<file path="src/rtl/jtkicker_colmix.sv">
// Final colour mixer: merges object and tilemap pixels, looks the result up in
// a 32x8 RGB PROM and drives gated 4-bit RGB with matching delayed blanking.
// Optional build macro JTKICKER_LAYER_MASK_EN adds gfx_en[1:0] layer enables
// (bit 0 = tilemap, bit 1 = objects).
module jtkicker_colmix #(
  parameter int unsigned PIPE_DLY = 3,
  parameter string       SIMFILE  = ""
) (
  input  logic       clk,
  input  logic       rst_n,
  input  logic       pxl_cen,
  input  logic       LHBL,
  input  logic       LVBL,
  input  logic [3:0] obj_pxl,
  input  logic [3:0] scr_pxl,
  input  logic       scr_prio,
  input  logic [4:0] prog_addr,
  input  logic [7:0] prog_data,
  input  logic       prog_en,
`ifdef JTKICKER_LAYER_MASK_EN
  input  logic [1:0] gfx_en,
`endif
  output logic [3:0] red,
  output logic [3:0] green,
  output logic [3:0] blue,
  output logic       LHBL_dly,
  output logic       LVBL_dly
);

  // PROM contents always arrive through the prog_* download port; SIMFILE is
  // only a hook for simulation harnesses that preload the array externally.
  if (SIMFILE != "") begin : g_simfile_hook
  end

  logic [7:0] prom [32];

  logic [3:0] obj_eff, scr_eff;
  logic       sel_obj;
  logic [4:0] col_mux;

  logic [4:0] col_idx;
  logic [7:0] rgb8;
  logic [PIPE_DLY-1:0] lhbl_sr, lvbl_sr;

  logic [3:0] red_q, green_q, blue_q;
  logic [3:0] red_d, green_d, blue_d;
  logic       visible;

  // Layer masking ahead of the priority mux
  always_comb begin
`ifdef JTKICKER_LAYER_MASK_EN
    obj_eff = gfx_en[1] ? obj_pxl : 4'd0;
    scr_eff = gfx_en[0] ? scr_pxl : 4'd0;
`else
    obj_eff = obj_pxl;
    scr_eff = scr_pxl;
`endif
  end

  // Priority: an opaque tile with prio set hides the object
  always_comb begin
    sel_obj = (obj_eff != 4'd0) && !(scr_prio && (scr_eff != 4'd0));
    col_mux = sel_obj ? {1'b1, obj_eff} : {1'b0, scr_eff};
  end

  // PROM download port; writes ignore pxl_cen and are never reset
  always_ff @(posedge clk) begin
    if (prog_en) prom[prog_addr] <= prog_data;
  end

  // Stages 1 and 2 plus the blanking delay line, all gated by pxl_cen
  always_ff @(posedge clk or negedge rst_n) begin
    if (!rst_n) begin
      col_idx <= 5'd0;
      rgb8    <= 8'd0;
      lhbl_sr <= '0;
      lvbl_sr <= '0;
    end else if (pxl_cen) begin
      col_idx <= col_mux;
      rgb8    <= prom[col_idx];
      lhbl_sr <= {lhbl_sr[PIPE_DLY-2:0], LHBL};
      lvbl_sr <= {lvbl_sr[PIPE_DLY-2:0], LVBL};
    end
  end

  // Stage 3 colour expansion, blanked with the blank bits travelling alongside
  always_comb begin
    visible = lhbl_sr[PIPE_DLY-2] & lvbl_sr[PIPE_DLY-2];
    red_d   = visible ? {rgb8[2:0], rgb8[2]}   : 4'd0;
    green_d = visible ? {rgb8[5:3], rgb8[5]}   : 4'd0;
    blue_d  = visible ? {rgb8[7:6], rgb8[7:6]} : 4'd0;
  end

  // Output register; a download clears it so stale colours do not reappear
  always_ff @(posedge clk or negedge rst_n) begin
    if (!rst_n) begin
      red_q   <= 4'd0;
      green_q <= 4'd0;
      blue_q  <= 4'd0;
    end else if (prog_en) begin
      red_q   <= 4'd0;
      green_q <= 4'd0;
      blue_q  <= 4'd0;
    end else if (pxl_cen) begin
      red_q   <= red_d;
      green_q <= green_d;
      blue_q  <= blue_d;
    end
  end

  // Outputs: prog_en gates immediately, the register holds 0 until next pxl_cen
  always_comb begin
    red      = prog_en ? 4'd0 : red_q;
    green    = prog_en ? 4'd0 : green_q;
    blue     = prog_en ? 4'd0 : blue_q;
    LHBL_dly = lhbl_sr[PIPE_DLY-1];
    LVBL_dly = lvbl_sr[PIPE_DLY-1];
  end

endmodule

</file>
<file path="config.mk">
export PLATFORM = sky130hd
export DESIGN_NAME = jtkicker_colmix
export DESIGN_NICKNAME = d
export VERILOG_FILES = /design/src/rtl/jtkicker_colmix.sv
export SDC_FILE = /design/constraint.sdc
export NUM_CORES = 1
export LEC_CHECK = 0
export CORE_MARGIN = 2
export CORE_UTILIZATION = 30
export CTS_BUF_LIST = sky130_fd_sc_hd__clkbuf_16
export DETAILED_ROUTE_END_ITERATION = 10
export GPL_ROUTABILITY_DRIVEN = 0
export MAX_ROUTING_LAYER = met4
export SLEW_MARGIN = 40
export SYNTH_ARGS = -nofsm -noshare
export SYNTH_HDL_FRONTEND = slang
export SYNTH_SLANG_ARGS = --single-unit
</file>
<file path="constraint.sdc">
create_clock -name clk -period 2 [get_ports clk]
set_clock_uncertainty 0.15 [all_clocks]
set_input_delay 0.3 -clock clk [delete_from_list [all_inputs] [get_ports clk]]
set_output_delay 0.3 -clock clk [all_outputs]
set_load 0.01 [all_outputs]
</file>
==> results of run 1 <==
==> synthesized netlist by cell type (9+ instances only) <==
master | n | area, um^2
a21oi_1 | 41 | 205
a22oi_1 | 65 | 488
buf_2 | 9 | 45.0
buf_4 | 9 | 67.6
clkbuf_1 | 12 | 45.0
dfrtp_1 | 27 | 676
edfxtp_1 | 256 | 7690
mux2_2 | 14 | 158
mux2i_1 | 129 | 1290
nand2_1 | 9 | 33.8
nand2b_1 | 9 | 56.3
nand3_1 | 10 | 50.1
nor2_1 | 38 | 143
nor2b_1 | 10 | 62.6
==> path summary, 6_finish.rpt <==
check	slack, ns	endpoint	cells past startpoint	from
worst max-delay path	-0.21	rgb8[4]	8	col_idx[0]
worst min-delay path	0.21	col_idx[2]	3	obj_pxl[2]
worst max register to register	-0.21	rgb8[4]	8	col_idx[0]
worst min register to register	0.36	lvbl_sr[2]	1	lvbl_sr[2]
max in group asynchronous	1.02	lvbl_sr[0]	3	rst_n
min in group asynchronous	0.47	rgb8[0]	3	rst_n
==> logic make-up after synthesis <==
logic type      Yosys count  synth area share, %
simple gates             96                 4.27
buf+inv                  45                 2.62
mux                     143                 12.8
compound gates          111                 6.50
flops                   283                 73.8
==> area by class of cell <==
type / instances / area, um^2
inverter: 1 / 3.75
fill: 3413 / 22700
clock buffer: 30 / 751
tap: 511 / 639
multi-input combinational: 350 / 3080
timing repair buffer: 149 / 1570
sequential: 283 / 8370
clock inverter: 26 / 307
==> worst max-delay path, delay by kind of cell, from the launching register on <==
kind / cells / cell delay [ns]
simple gates: 1 / 0.30
compound gates: 2 / 0.35
flops: 1 / 0.59
buf+inv: 3 / 0.43
mux: 2 / 0.33
==> what timing repair did <==
item / CTS / global route
endpoints found under the setup margin: 20 / 8
gates resized for setup: 87 / 32
hold endpoints to repair: 27 / 0
hold buffers: 1 / 0
setup buffers: 7 / 1
pin swaps: 30 / 28
cloned: 6 / 0
==> through the flow <==
step | util (%) | total power, mW
finish | 39.4 | 14.4
CTS | 39.0 | 14.5
global placement | 34.8 | 8.32
global route | 39.4 | 14.9
detailed placement | 34.8 | 8.34
floorplan | - | 7.60
==> layer usage <==
layer	track usage (%)	vias up	share of wire, %
li1	-	2930	-
met1	20.2	3239	46
met2	21.5	211	45
met3	2.69	49	6.4
met4	4.71	0	2.8
met5	-	-	0
==> state kept, by name, indices dropped and copies added, names as in the netlist <==
signal and cells:
prom 256, rgb8 8, col_idx 5, green_q 3
lhbl_sr 3, lvbl_sr 3, red_q 3, blue_q 2
==> power by group <==
part | leakage, nW | total, mW | switching (mW) | internal, mW
Sequential | 2.63 | 6.72 | 0.113 | 6.61
Clock | 0.506 | 5.85 | 2.33 | 3.53
Combinational | 2.14 | 1.83 | 0.941 | 0.889
Total | 5.28 | 14.4 | 3.38 | 11.0
==> metrics.txt, run 1 <==
# TYPE chip_impl_metric gauge
chip_impl_metric{name="finish.net_count",unit=""} 843
chip_impl_metric{name="leakage",unit="nW"} 5.28
chip_impl_metric{name="pre_cts_ws",unit="ns"} -0.301
chip_impl_metric{name="dp_hpwl",unit="mm"} 16.5
chip_impl_metric{name="fin_setup_tns",unit="ns"} -1.18
chip_impl_metric{name="io_buffers",unit=""} 41
chip_impl_metric{name="clkTransAtPathRegs",unit="ns"} 0.06
chip_impl_metric{name="ctsHtreeMaxLevel",unit=""} 1
chip_impl_metric{name="diodes",unit=""} 0
chip_impl_metric{name="synth_enable_flop_cells",unit=""} 256
chip_impl_metric{name="drt-wirelength-per-cell",unit="um"} 20.4
chip_impl_metric{name="drt_pass1_iterations",unit=""} 5
chip_impl_metric{name="grt_pass1_wl",unit="mm"} 41.2
chip_impl_metric{name="max-clock-path-buffers",unit=""} 3
chip_impl_metric{name="ir_worst_vdd",unit="uV"} 633
chip_impl_metric{name="floorplan.die_area",unit="mm^2"} 0.0393
chip_impl_metric{name="synth.avg_cell_area",unit="um^2"} 16.7
chip_impl_metric{name="drc",unit=""} 0
chip_impl_metric{name="finalMaxSlewViolations",unit=""} 0
chip_impl_metric{name="final.min_clock_period",unit="ns"} 2.21
chip_impl_metric{name="post_dp_cell_area",unit="mm^2"} 0.0130
chip_impl_metric{name="worst_ep_required_time",unit="ns"} 2.34
chip_impl_metric{name="slew_headroom",unit="%"} 61.5
chip_impl_metric{name="grt_max_degree",unit=""} 40
chip_impl_metric{name="ios",unit=""} 42
chip_impl_info{name="status",value="finished with violations"} 1
chip_impl_info{name="worstSetupStartpointType",value="flip-flop"} 1
chip_impl_info{name="synth_flop_cell",value="edfxtp_1"} 1
chip_impl_metric{name="cell_count_after_placement",unit=""} 1289
chip_impl_metric{name="final-setup-viol-count",unit=""} 8
chip_impl_metric{name="final_cell_count_no_fill",unit=""} 1350
chip_impl_metric{name="die_w",unit="um"} 198
chip_impl_metric{name="tightestPinTransition",unit="ns"} 0.577
chip_impl_info{name="violations",value="negative setup slack"} 1
chip_impl_metric{name="clk-insertion-delay-late",unit="ns"} 0.56
chip_impl_metric{name="count_of_different_cell_masters_after_synthesis",unit=""} 28
chip_impl_metric{name="worst-path-max-fanout",unit=""} 7
chip_impl_metric{name="max_freq",unit="GHz"} 0.452
chip_impl_metric{name="row_count",unit=""} 71
chip_impl_metric{name="postSynthCellCount",unit=""} 678
chip_impl_info{name="critical_path_class",value="flip-flop to flip-flop"} 1
chip_impl_metric{name="hold_ws",unit="ns"} 0.213
chip_impl_metric{name="initialDrtViolationCount",unit=""} 595
chip_impl_metric{name="vias_per_cell",unit=""} 4.76
chip_impl_metric{name="fraction_of_final_layout_cells_sized_beyond_drive_strength_1",unit="%"} 29.8
chip_impl_info{name="grt_setup_unrepaired",value="yes"} 1
chip_impl_metric{name="fin_crit_sh",unit="%"} 111
chip_impl_metric{name="vias_in_the_first_global_route",unit=""} 6564
chip_impl_info{name="crit_path_end_kind",value="flip-flop"} 1
chip_impl_metric{name="worst_ep_arrival",unit="ns"} 2.55
chip_impl_metric{name="critical_path.max_stage_delay",unit="ns"} 0.59
chip_impl_info{name="layout_commonest_cell",value="edfxtp_1"} 1
chip_impl_metric{name="grt_overflow",unit=""} 0
chip_impl_metric{name="ys_async_sr_fraction",unit="%"} 9.54
chip_impl_metric{name="final_antenna_net_count",unit=""} 0
chip_impl_metric{name="drv.max_cap_violation_count",unit=""} 0
chip_impl_metric{name="mappedNetlistNets",unit=""} 706
chip_impl_metric{name="final_design_area_no_fill",unit="mm^2"} 0.0147
chip_impl_info{name="leading_cell_types_in_the_layout_fill_and_taps_excluded",value="edfxtp_1, mux2i_1, buf_4"} 1
chip_impl_metric{name="syn_area",unit="mm^2"} 0.0113
chip_impl_info{name="cp_cell_sequence",value="buf_12 > buf_16 > buf_6 > mux2i_2 > a22oi_2 > a21oi_2 > nor4_4 > mux2_4"} 1
chip_impl_metric{name="seq_area_frac_synth",unit="%"} 73.8
chip_impl_metric{name="finalHoldViolCount",unit=""} 0
chip_impl_info{name="min_path_type",value="input pin to flip-flop"} 1
chip_impl_info{name="tritoncts",value="yes"} 1
chip_impl_info{name="cts_root_buf",value="clkbuf_16"} 1
chip_impl_metric{name="antenna_found_initial",unit=""} 0
chip_impl_metric{name="die_h",unit="um"} 198
chip_impl_metric{name="timing.final.ws_setup",unit="ns"} -0.213
chip_impl_metric{name="routed-via-count",unit=""} 6429
chip_impl_metric{name="detail_route.wirelength",unit="mm"} 27.6
chip_impl_metric{name="number_of_buffers_added_by_the_clock_tree_synthesis_step",unit=""} 30
chip_impl_metric{name="postSynthRegisterBits",unit=""} 283
chip_impl_info{name="crit_path_top_delay_cell",value="dfrtp_4"} 1
chip_impl_metric{name="grt_util_all_layers",unit="%"} 14.5
chip_impl_metric{name="area.growth.synth_to_final",unit="%"} 29.9
chip_impl_metric{name="placeableCoreArea",unit="mm^2"} 0.0374
chip_impl_metric{name="yosysWarnings",unit=""} 0
chip_impl_metric{name="initial_core_util",unit="%"} 30.3
chip_impl_metric{name="numClockSinks",unit=""} 283
chip_impl_metric{name="pwr_density_cell",unit="mW/mm^2"} 979
No activity file was read; power rests on OpenSTA's default activity.
==> run 2: changes to the inputs <==
--- a/config.mk
+++ b/config.mk
@@ -5,6 +5,7 @@
 export SDC_FILE = /design/constraint.sdc
 export NUM_CORES = 1
 export LEC_CHECK = 0
+export CORE_ASPECT_RATIO = 1.25
 export CORE_MARGIN = 2
 export CORE_UTILIZATION = 30
 export CTS_BUF_LIST = sky130_fd_sc_hd__clkbuf_16
==> run 2 against run 1 <==
Compared with the run above:
- the flow still finishes with violations (negative setup slack)
- utilization decreased by 0.13 points
- first-iteration DRC count decreased by 23%
- worst setup slack improved by 0.027 ns
- combinational power about the same
- fmax increased by 1.2%
- global-route usage decreased by 0.076 points
- non-clock buffer count increased by 9
- critical endpoint is now rgb8[2]
- largest cell class unchanged
==> metrics.txt, run 2 (synthesis results as in run 1) <==
# TYPE chip_impl_metric gauge
chip_impl_metric{name="slew_headroom",unit="%"} 59.0
chip_impl_metric{name="vias_per_cell",unit=""} 4.88
chip_impl_metric{name="layout.filler_cells",unit=""} 3329
chip_impl_metric{name="grt_util_all_layers",unit="%"} 14.5
chip_impl_metric{name="drv.max_cap_violation_count",unit=""} 0
chip_impl_info{name="cell_family_with_most_cp_delay",value="buffers and inverters"} 1
chip_impl_metric{name="ios",unit=""} 42
chip_impl_info{name="min_path_type",value="input pin to flip-flop"} 1
chip_impl_metric{name="grt_max_degree",unit=""} 40
chip_impl_metric{name="max_freq",unit="GHz"} 0.457
chip_impl_metric{name="numClockSinks",unit=""} 283
chip_impl_metric{name="largest_register_ffs",unit=""} 256
chip_impl_metric{name="critical_path.max_stage_delay",unit="ns"} 0.51
chip_impl_info{name="crit_path_end_kind",value="flip-flop"} 1
chip_impl_metric{name="final.min_clock_period",unit="ns"} 2.19
chip_impl_metric{name="drc",unit=""} 0
chip_impl_info{name="status",value="finished with violations"} 1
chip_impl_metric{name="dp_hpwl",unit="mm"} 17.0
chip_impl_metric{name="detail_route.wirelength",unit="mm"} 27.8
chip_impl_metric{name="final-setup-viol-count",unit=""} 8
chip_impl_metric{name="clk-insertion-delay-late",unit="ns"} 0.55
chip_impl_metric{name="floorplan.die_area",unit="mm^2"} 0.0393
chip_impl_info{name="cts_root_buf",value="clkbuf_16"} 1
chip_impl_metric{name="drt-wirelength-per-cell",unit="um"} 20.9
chip_impl_info{name="largest_registers",value="prom: 256 flops, rgb8: 8 flops, col_idx: 5 flops"} 1
chip_impl_metric{name="fin_crit_sh",unit="%"} 109
chip_impl_info{name="layout_commonest_cell",value="edfxtp_1"} 1
chip_impl_metric{name="fin_setup_tns",unit="ns"} -1.13
chip_impl_metric{name="initialDrtViolationCount",unit=""} 460
chip_impl_metric{name="leakage",unit="nW"} 5.29
chip_impl_metric{name="initial_core_util",unit="%"} 30.4
chip_impl_metric{name="met1_usage",unit="%"} 17.2
chip_impl_info{name="worstSetupStartpointType",value="flip-flop"} 1
chip_impl_metric{name="ir_worst_vdd",unit="uV"} 689
chip_impl_info{name="cp_cell_sequence",value="buf_12 > buf_16 > mux2i_4 > a22oi_2 > a21oi_2 > buf_4 > nor4_4 > mux2_2"} 1
chip_impl_metric{name="routed-via-count",unit=""} 6500
chip_impl_metric{name="die_h",unit="um"} 221
chip_impl_info{name="leading_cell_types_in_the_layout_fill_and_taps_excluded",value="edfxtp_1, mux2i_1, buf_4"} 1
chip_impl_info{name="tritoncts",value="yes"} 1
chip_impl_metric{name="gr-usage-met3",unit="%"} 1.65
chip_impl_metric{name="pwr_density_cell",unit="mW/mm^2"} 985
chip_impl_metric{name="ctsHtreeMaxLevel",unit=""} 1
chip_impl_metric{name="fraction_of_final_layout_cells_sized_beyond_drive_strength_1",unit="%"} 28.9
chip_impl_metric{name="worst_ep_required_time",unit="ns"} 2.34
chip_impl_metric{name="tightestPinTransition",unit="ns"} 0.613
chip_impl_metric{name="worst-path-buf-inv",unit=""} 3
chip_impl_metric{name="finalMaxSlewViolations",unit=""} 0
chip_impl_metric{name="area.growth.synth_to_final",unit="%"} 29.0
chip_impl_metric{name="met2_usage",unit="%"} 25.8
chip_impl_metric{name="worst_ep_arrival",unit="ns"} 2.52
chip_impl_metric{name="antenna_found_initial",unit=""} 1
chip_impl_info{name="crit_path_top_delay_cell",value="dfrtp_4"} 1
chip_impl_metric{name="number_of_buffers_added_by_the_clock_tree_synthesis_step",unit=""} 29
chip_impl_info{name="grt_setup_unrepaired",value="yes"} 1
chip_impl_metric{name="max-clock-path-buffers",unit=""} 3
chip_impl_metric{name="placeableCoreArea",unit="mm^2"} 0.0373
chip_impl_metric{name="grt_pass1_wl",unit="mm"} 41.2
chip_impl_metric{name="final_antenna_net_count",unit=""} 0
chip_impl_metric{name="finish.net_count",unit=""} 851
chip_impl_info{name="critical_path_class",value="flip-flop to flip-flop"} 1
chip_impl_info{name="registers.top_by_ff_count",value="prom"} 1
chip_impl_metric{name="finalHoldViolCount",unit=""} 0
chip_impl_metric{name="fin_total_pwr",unit="mW"} 14.4
chip_impl_metric{name="grt_overflow",unit=""} 0
chip_impl_metric{name="row_count",unit=""} 79
chip_impl_metric{name="worst-path-max-fanout",unit=""} 17
chip_impl_metric{name="io_buffers",unit=""} 41
chip_impl_info{name="violations",value="negative setup slack"} 1
chip_impl_metric{name="clkTransAtPathRegs",unit="ns"} 0.07
chip_impl_metric{name="drt_pass1_iterations",unit=""} 5
chip_impl_metric{name="die_w",unit="um"} 178
chip_impl_metric{name="timing.final.ws_setup",unit="ns"} -0.186
chip_impl_metric{name="vias_in_the_first_global_route",unit=""} 6633
chip_impl_info{name="busiest_layer",value="met2"} 1
[run 2: cell count changes in the layout (fill, tap and decap cells not counted), sizes merged]
cell      before  now
buf          107  116
bufinv         6    8
clkbuf        30   29
clkinv        12    9
clkinvlp       5    3
diode          0    1
[run 2: worst paths after layout]
check | from | endpoint | slack, ns | depth (start not counted)
hold / removal | obj_pxl[3] | col_idx[3] | 0.22 | 3
max in group asynchronous | rst_n | rgb8[4] | 0.53 | 3
setup / recovery | col_idx[0] | rgb8[2] | -0.19 | 8
hold reg to reg | lvbl_sr[2] | lvbl_sr[2] | 0.36 | 1
min in group asynchronous | rst_n | lhbl_sr[0] | 0.54 | 2
setup reg to reg | col_idx[0] | rgb8[2] | -0.19 | 8
[run 2: worst min-delay path, cell delays in order]
cell and delay (ns):
clkdlybuf4s50_1 0.42, nand2_1 0.08, a31oi_1 0.07
[run 2: power breakdown]
| part | total (mW) | switching [mW] | internal, mW | leakage [nW] |
|---|---|---|---|---|
| clock | 5.89 | 2.22 | 3.67 | 0.513 |
| sequential | 6.71 | 0.0986 | 6.61 | 2.63 |
| combinational | 1.80 | 0.926 | 0.874 | 2.15 |
[run 2: per-stage QoR]
| stage | cell area (um^2) | util, % | instances | setup WS [ns] | hold slack, ns |
|---|---|---|---|---|---|
| after floorplan | 11300 | - | 678 | 0.159 | -0.146 |
| after global placement | 13000 | 34.8 | 1266 | -0.286 | 0.342 |
| after detailed placement | 13000 | 34.8 | 1266 | -0.308 | 0.349 |
| after CTS | 14500 | 39.0 | 1330 | -0.165 | 0.202 |
| after global routing | 14600 | 39.2 | 1331 | -0.251 | 0.214 |
| final | 14600 | 39.2 | 1331 | -0.186 | 0.224 |
[run 2: routing by layer]
| metal | share of wire [%] | routed length [um] |
|---|---|---|
| met1 | 40 | 11100 |
| met2 | 53 | 14800 |
| met3 | 4.8 | 1320 |
| met4 | 2.0 | 567 |
| met5 | 0 | 0 |
[run 2: area by class of cell]
cell class	count	area (um^2)	area share, %
multi-input combinational	350	2980	20.4
sequential	283	8370	57.2
timing repair buffer	158	1610	11.0
inverter	1	3.75	0.0257
tap	486	608	4.16
antenna	1	2.50	0.0171
clock inverter	23	322	2.20
clock buffer	29	726	4.96
[run 2: what timing repair did]
| item | 4_1_cts | 5_1_grt |
|---|---|---|
| hold buffers | 1 | 0 |
| cloned | 6 | 0 |
| buffers inserted | 10 | 1 |
| endpoints found under the hold margin | 10 | 0 |
| setup endpoints to repair | 20 | 8 |
| resized for setup | 85 | 17 |
| pin swaps | 39 | 17 |
==> run 3: changes to the inputs <==
--- a/config.mk
+++ b/config.mk
@@ -6,7 +6,6 @@
 export NUM_CORES = 1
 export LEC_CHECK = 0
 export CORE_ASPECT_RATIO = 1.25
-export CORE_MARGIN = 2
 export CORE_UTILIZATION = 30
 export CTS_BUF_LIST = sky130_fd_sc_hd__clkbuf_16
 export DETAILED_ROUTE_END_ITERATION = 10
==> run 3 against run 2 <==
Compared with the run above:
- the run still ends with negative setup slack left
- design area is 0.89% higher
- sequential power hardly changed
- power is 1.1% lower
- wire length is 2.1% higher
- non-clock buffer count is 6 lower
- clock power is 4.8% lower
- critical path type unchanged
==> metrics.txt, run 3 (synthesis results as in run 1) <==
# TYPE chip_impl_metric gauge
chip_impl_info{name="status",value="finished with violations"} 1
chip_impl_info{name="violations",value="negative setup slack"} 1
chip_impl_metric{name="final_cell_count_no_fill",unit=""} 1323
chip_impl_metric{name="finalMaxSlewViolations",unit=""} 0
chip_impl_metric{name="fin_total_pwr",unit="mW"} 14.2
chip_impl_metric{name="grt_overflow",unit=""} 0
chip_impl_metric{name="max-clock-path-buffers",unit=""} 3
chip_impl_metric{name="final.min_clock_period",unit="ns"} 2.13
chip_impl_metric{name="cts-hold-fix-buffers",unit=""} 0
chip_impl_metric{name="clkTransAtPathRegs",unit="ns"} 0.07
chip_impl_info{name="leading_cell_types_in_the_layout_fill_and_taps_excluded",value="edfxtp_1, mux2i_1, buf_4"} 1
chip_impl_metric{name="worst_ep_required_time",unit="ns"} 2.32
chip_impl_metric{name="ir_worst_vdd",unit="uV"} 642
chip_impl_metric{name="grt_pass1_wl",unit="mm"} 41.9
chip_impl_info{name="crit_path_top_delay_cell",value="dfrtp_4"} 1
chip_impl_metric{name="largest_register_ffs",unit=""} 256
chip_impl_metric{name="timing.final.ws_setup",unit="ns"} -0.134
chip_impl_metric{name="initial_core_util",unit="%"} 30.4
chip_impl_metric{name="max_freq",unit="GHz"} 0.469
chip_impl_metric{name="numClockSinks",unit=""} 283
chip_impl_metric{name="placeableCoreArea",unit="mm^2"} 0.0373
chip_impl_metric{name="detail_route.wirelength",unit="mm"} 28.4
chip_impl_metric{name="worst_ep_arrival",unit="ns"} 2.46
chip_impl_metric{name="drv.max_cap_violation_count",unit=""} 0
chip_impl_metric{name="finish.net_count",unit=""} 844
chip_impl_metric{name="drc",unit=""} 0
chip_impl_metric{name="worst-path-max-fanout",unit=""} 6
chip_impl_metric{name="die_w",unit="um"} 176
chip_impl_metric{name="met2_usage",unit="%"} 25.5
chip_impl_info{name="worstSetupStartpointType",value="flip-flop"} 1
chip_impl_metric{name="grt_util_all_layers",unit="%"} 15.1
chip_impl_metric{name="met1_usage",unit="%"} 19.2
chip_impl_metric{name="clk-insertion-delay-late",unit="ns"} 0.54
chip_impl_info{name="cts_root_buf",value="clkbuf_16"} 1
chip_impl_info{name="critical_path_class",value="flip-flop to flip-flop"} 1
chip_impl_info{name="layout_commonest_cell",value="edfxtp_1"} 1
chip_impl_metric{name="tightestPinTransition",unit="ns"} 0.637
chip_impl_metric{name="row_count",unit=""} 79
chip_impl_metric{name="slew_headroom",unit="%"} 57.5
chip_impl_metric{name="cell_count_after_placement",unit=""} 1268
chip_impl_info{name="min_path_type",value="input pin to async pin"} 1
chip_impl_info{name="cell_family_with_most_cp_delay",value="buffers and inverters"} 1
chip_impl_info{name="busiest_layer",value="met2"} 1
chip_impl_metric{name="gr-usage-met3",unit="%"} 1.73
chip_impl_metric{name="floorplan.die_area",unit="mm^2"} 0.0386
chip_impl_metric{name="vias_in_the_first_global_route",unit=""} 6615
chip_impl_metric{name="initialDrtViolationCount",unit=""} 502
chip_impl_metric{name="fraction_of_final_layout_cells_sized_beyond_drive_strength_1",unit="%"} 30.8
chip_impl_metric{name="area.growth.synth_to_final",unit="%"} 30.2
chip_impl_metric{name="pre_cts_ws",unit="ns"} -0.326
chip_impl_metric{name="drt_pass1_iterations",unit=""} 6
chip_impl_metric{name="finalHoldViolCount",unit=""} 0
chip_impl_metric{name="final-setup-viol-count",unit=""} 8
chip_impl_info{name="cp_cell_sequence",value="buf_12 > buf_12 > buf_16 > mux2i_4 > a22oi_2 > buf_4 > a21oi_2 > nor4_1 > mux2_4"} 1
chip_impl_metric{name="final_antenna_net_count",unit=""} 0
chip_impl_metric{name="antenna_found_initial",unit=""} 0
chip_impl_metric{name="worst-path-buf-inv",unit=""} 4
chip_impl_info{name="largest_registers",value="prom: 256 flops, rgb8: 8 flops, col_idx: 5 flops"} 1
chip_impl_metric{name="diodes",unit=""} 0
chip_impl_metric{name="dp_hpwl",unit="mm"} 17.5
chip_impl_metric{name="grt_max_degree",unit=""} 40
chip_impl_info{name="cp_common_cell",value="buf_12"} 1
chip_impl_info{name="tritoncts",value="yes"} 1
chip_impl_metric{name="io_buffers",unit=""} 41
chip_impl_info{name="registers.top_by_ff_count",value="prom"} 1
chip_impl_metric{name="ios",unit=""} 42
chip_impl_info{name="crit_path_end_kind",value="flip-flop"} 1
chip_impl_metric{name="die_h",unit="um"} 219
chip_impl_metric{name="fin_crit_sh",unit="%"} 107
chip_impl_metric{name="number_of_buffers_added_by_the_clock_tree_synthesis_step",unit=""} 28
chip_impl_info{name="grt_setup_unrepaired",value="yes"} 1
chip_impl_metric{name="vias_per_cell",unit=""} 4.89
chip_impl_metric{name="critical_path.max_stage_delay",unit="ns"} 0.49
chip_impl_metric{name="ctsHtreeMaxLevel",unit=""} 1
chip_impl_metric{name="pwr_density_cell",unit="mW/mm^2"} 965
chip_impl_metric{name="leakage",unit="nW"} 5.28
chip_impl_metric{name="routed-via-count",unit=""} 6468
chip_impl_metric{name="drt-wirelength-per-cell",unit="um"} 21.5
chip_impl_metric{name="hold_ws",unit="ns"} 0.00925
[run 3: cell count changes in the layout (fill, tap and decap cells not counted), sizes merged]
cell         change
buf              -6
bufinv           -2
clkinvlp         +2
clkbuf           +1
clkinv           -1
diode            -1
dlygate4sd3      -1
[run 3: timing repair]
item / CTS / global route
gates cloned: 5 / 1
setup buffers: 6 / 2
resized for setup: 101 / 34
endpoints found under the setup margin: 20 / 8
pin swaps: 41 / 25
[run 3: worst paths after layout]
| path | slack (ns) | start | endpoint | depth (start not counted) |
|---|---|---|---|---|
| max in group asynchronous | 1.38 | rst_n | col_idx[0] | 2 |
| min | 0.009 | rst_n | lhbl_sr[2] | 2 |
| max | -0.13 | col_idx[0] | rgb8[0] | 9 |
| max reg2reg | -0.13 | col_idx[0] | rgb8[0] | 9 |
| min reg2reg | 0.36 | lvbl_sr[2] | lvbl_sr[2] | 1 |
| min in group clk | 0.24 | LHBL | lhbl_sr[0] | 2 |
[run 3: area by class of cell]
class	instances	area [um^2]
Clock inverter	22	273
Timing Repair Buffer	152	1620
Tap cell	486	608
Fill cell	3354	22500
Multi-Input combinational cell	350	3150
Clock buffer	29	726
Inverter	1	3.75
Sequential cell	283	8370
[run 3: routing by layer]
metal  share of wire [%]  vias up
li1                    -     2940
met1                  42     3281
met2                  50      207
met3                 5.5       40
met4                 2.0        0
met5                   0        -
[run 3: power by group]
| group | internal (mW) | total (mW) | switching (mW) |
|---|---|---|---|
| Clock | 3.41 | 5.61 | 2.20 |
| Sequential | 6.61 | 6.73 | 0.121 |
| Combinational | 0.927 | 1.90 | 0.975 |
[run 3: through the flow]
step | instance area, um^2 | setup TNS, ns | util (%)
finish | 14800 | -0.732 | 39.6
global route | 14800 | -1.11 | 39.6
CTS | 14500 | -0.710 | 39.0
detailed placement | 13000 | -49.74 | 35.0
global placement | 13000 | -45.10 | 35.0
floorplan | 11300 | 0 | -
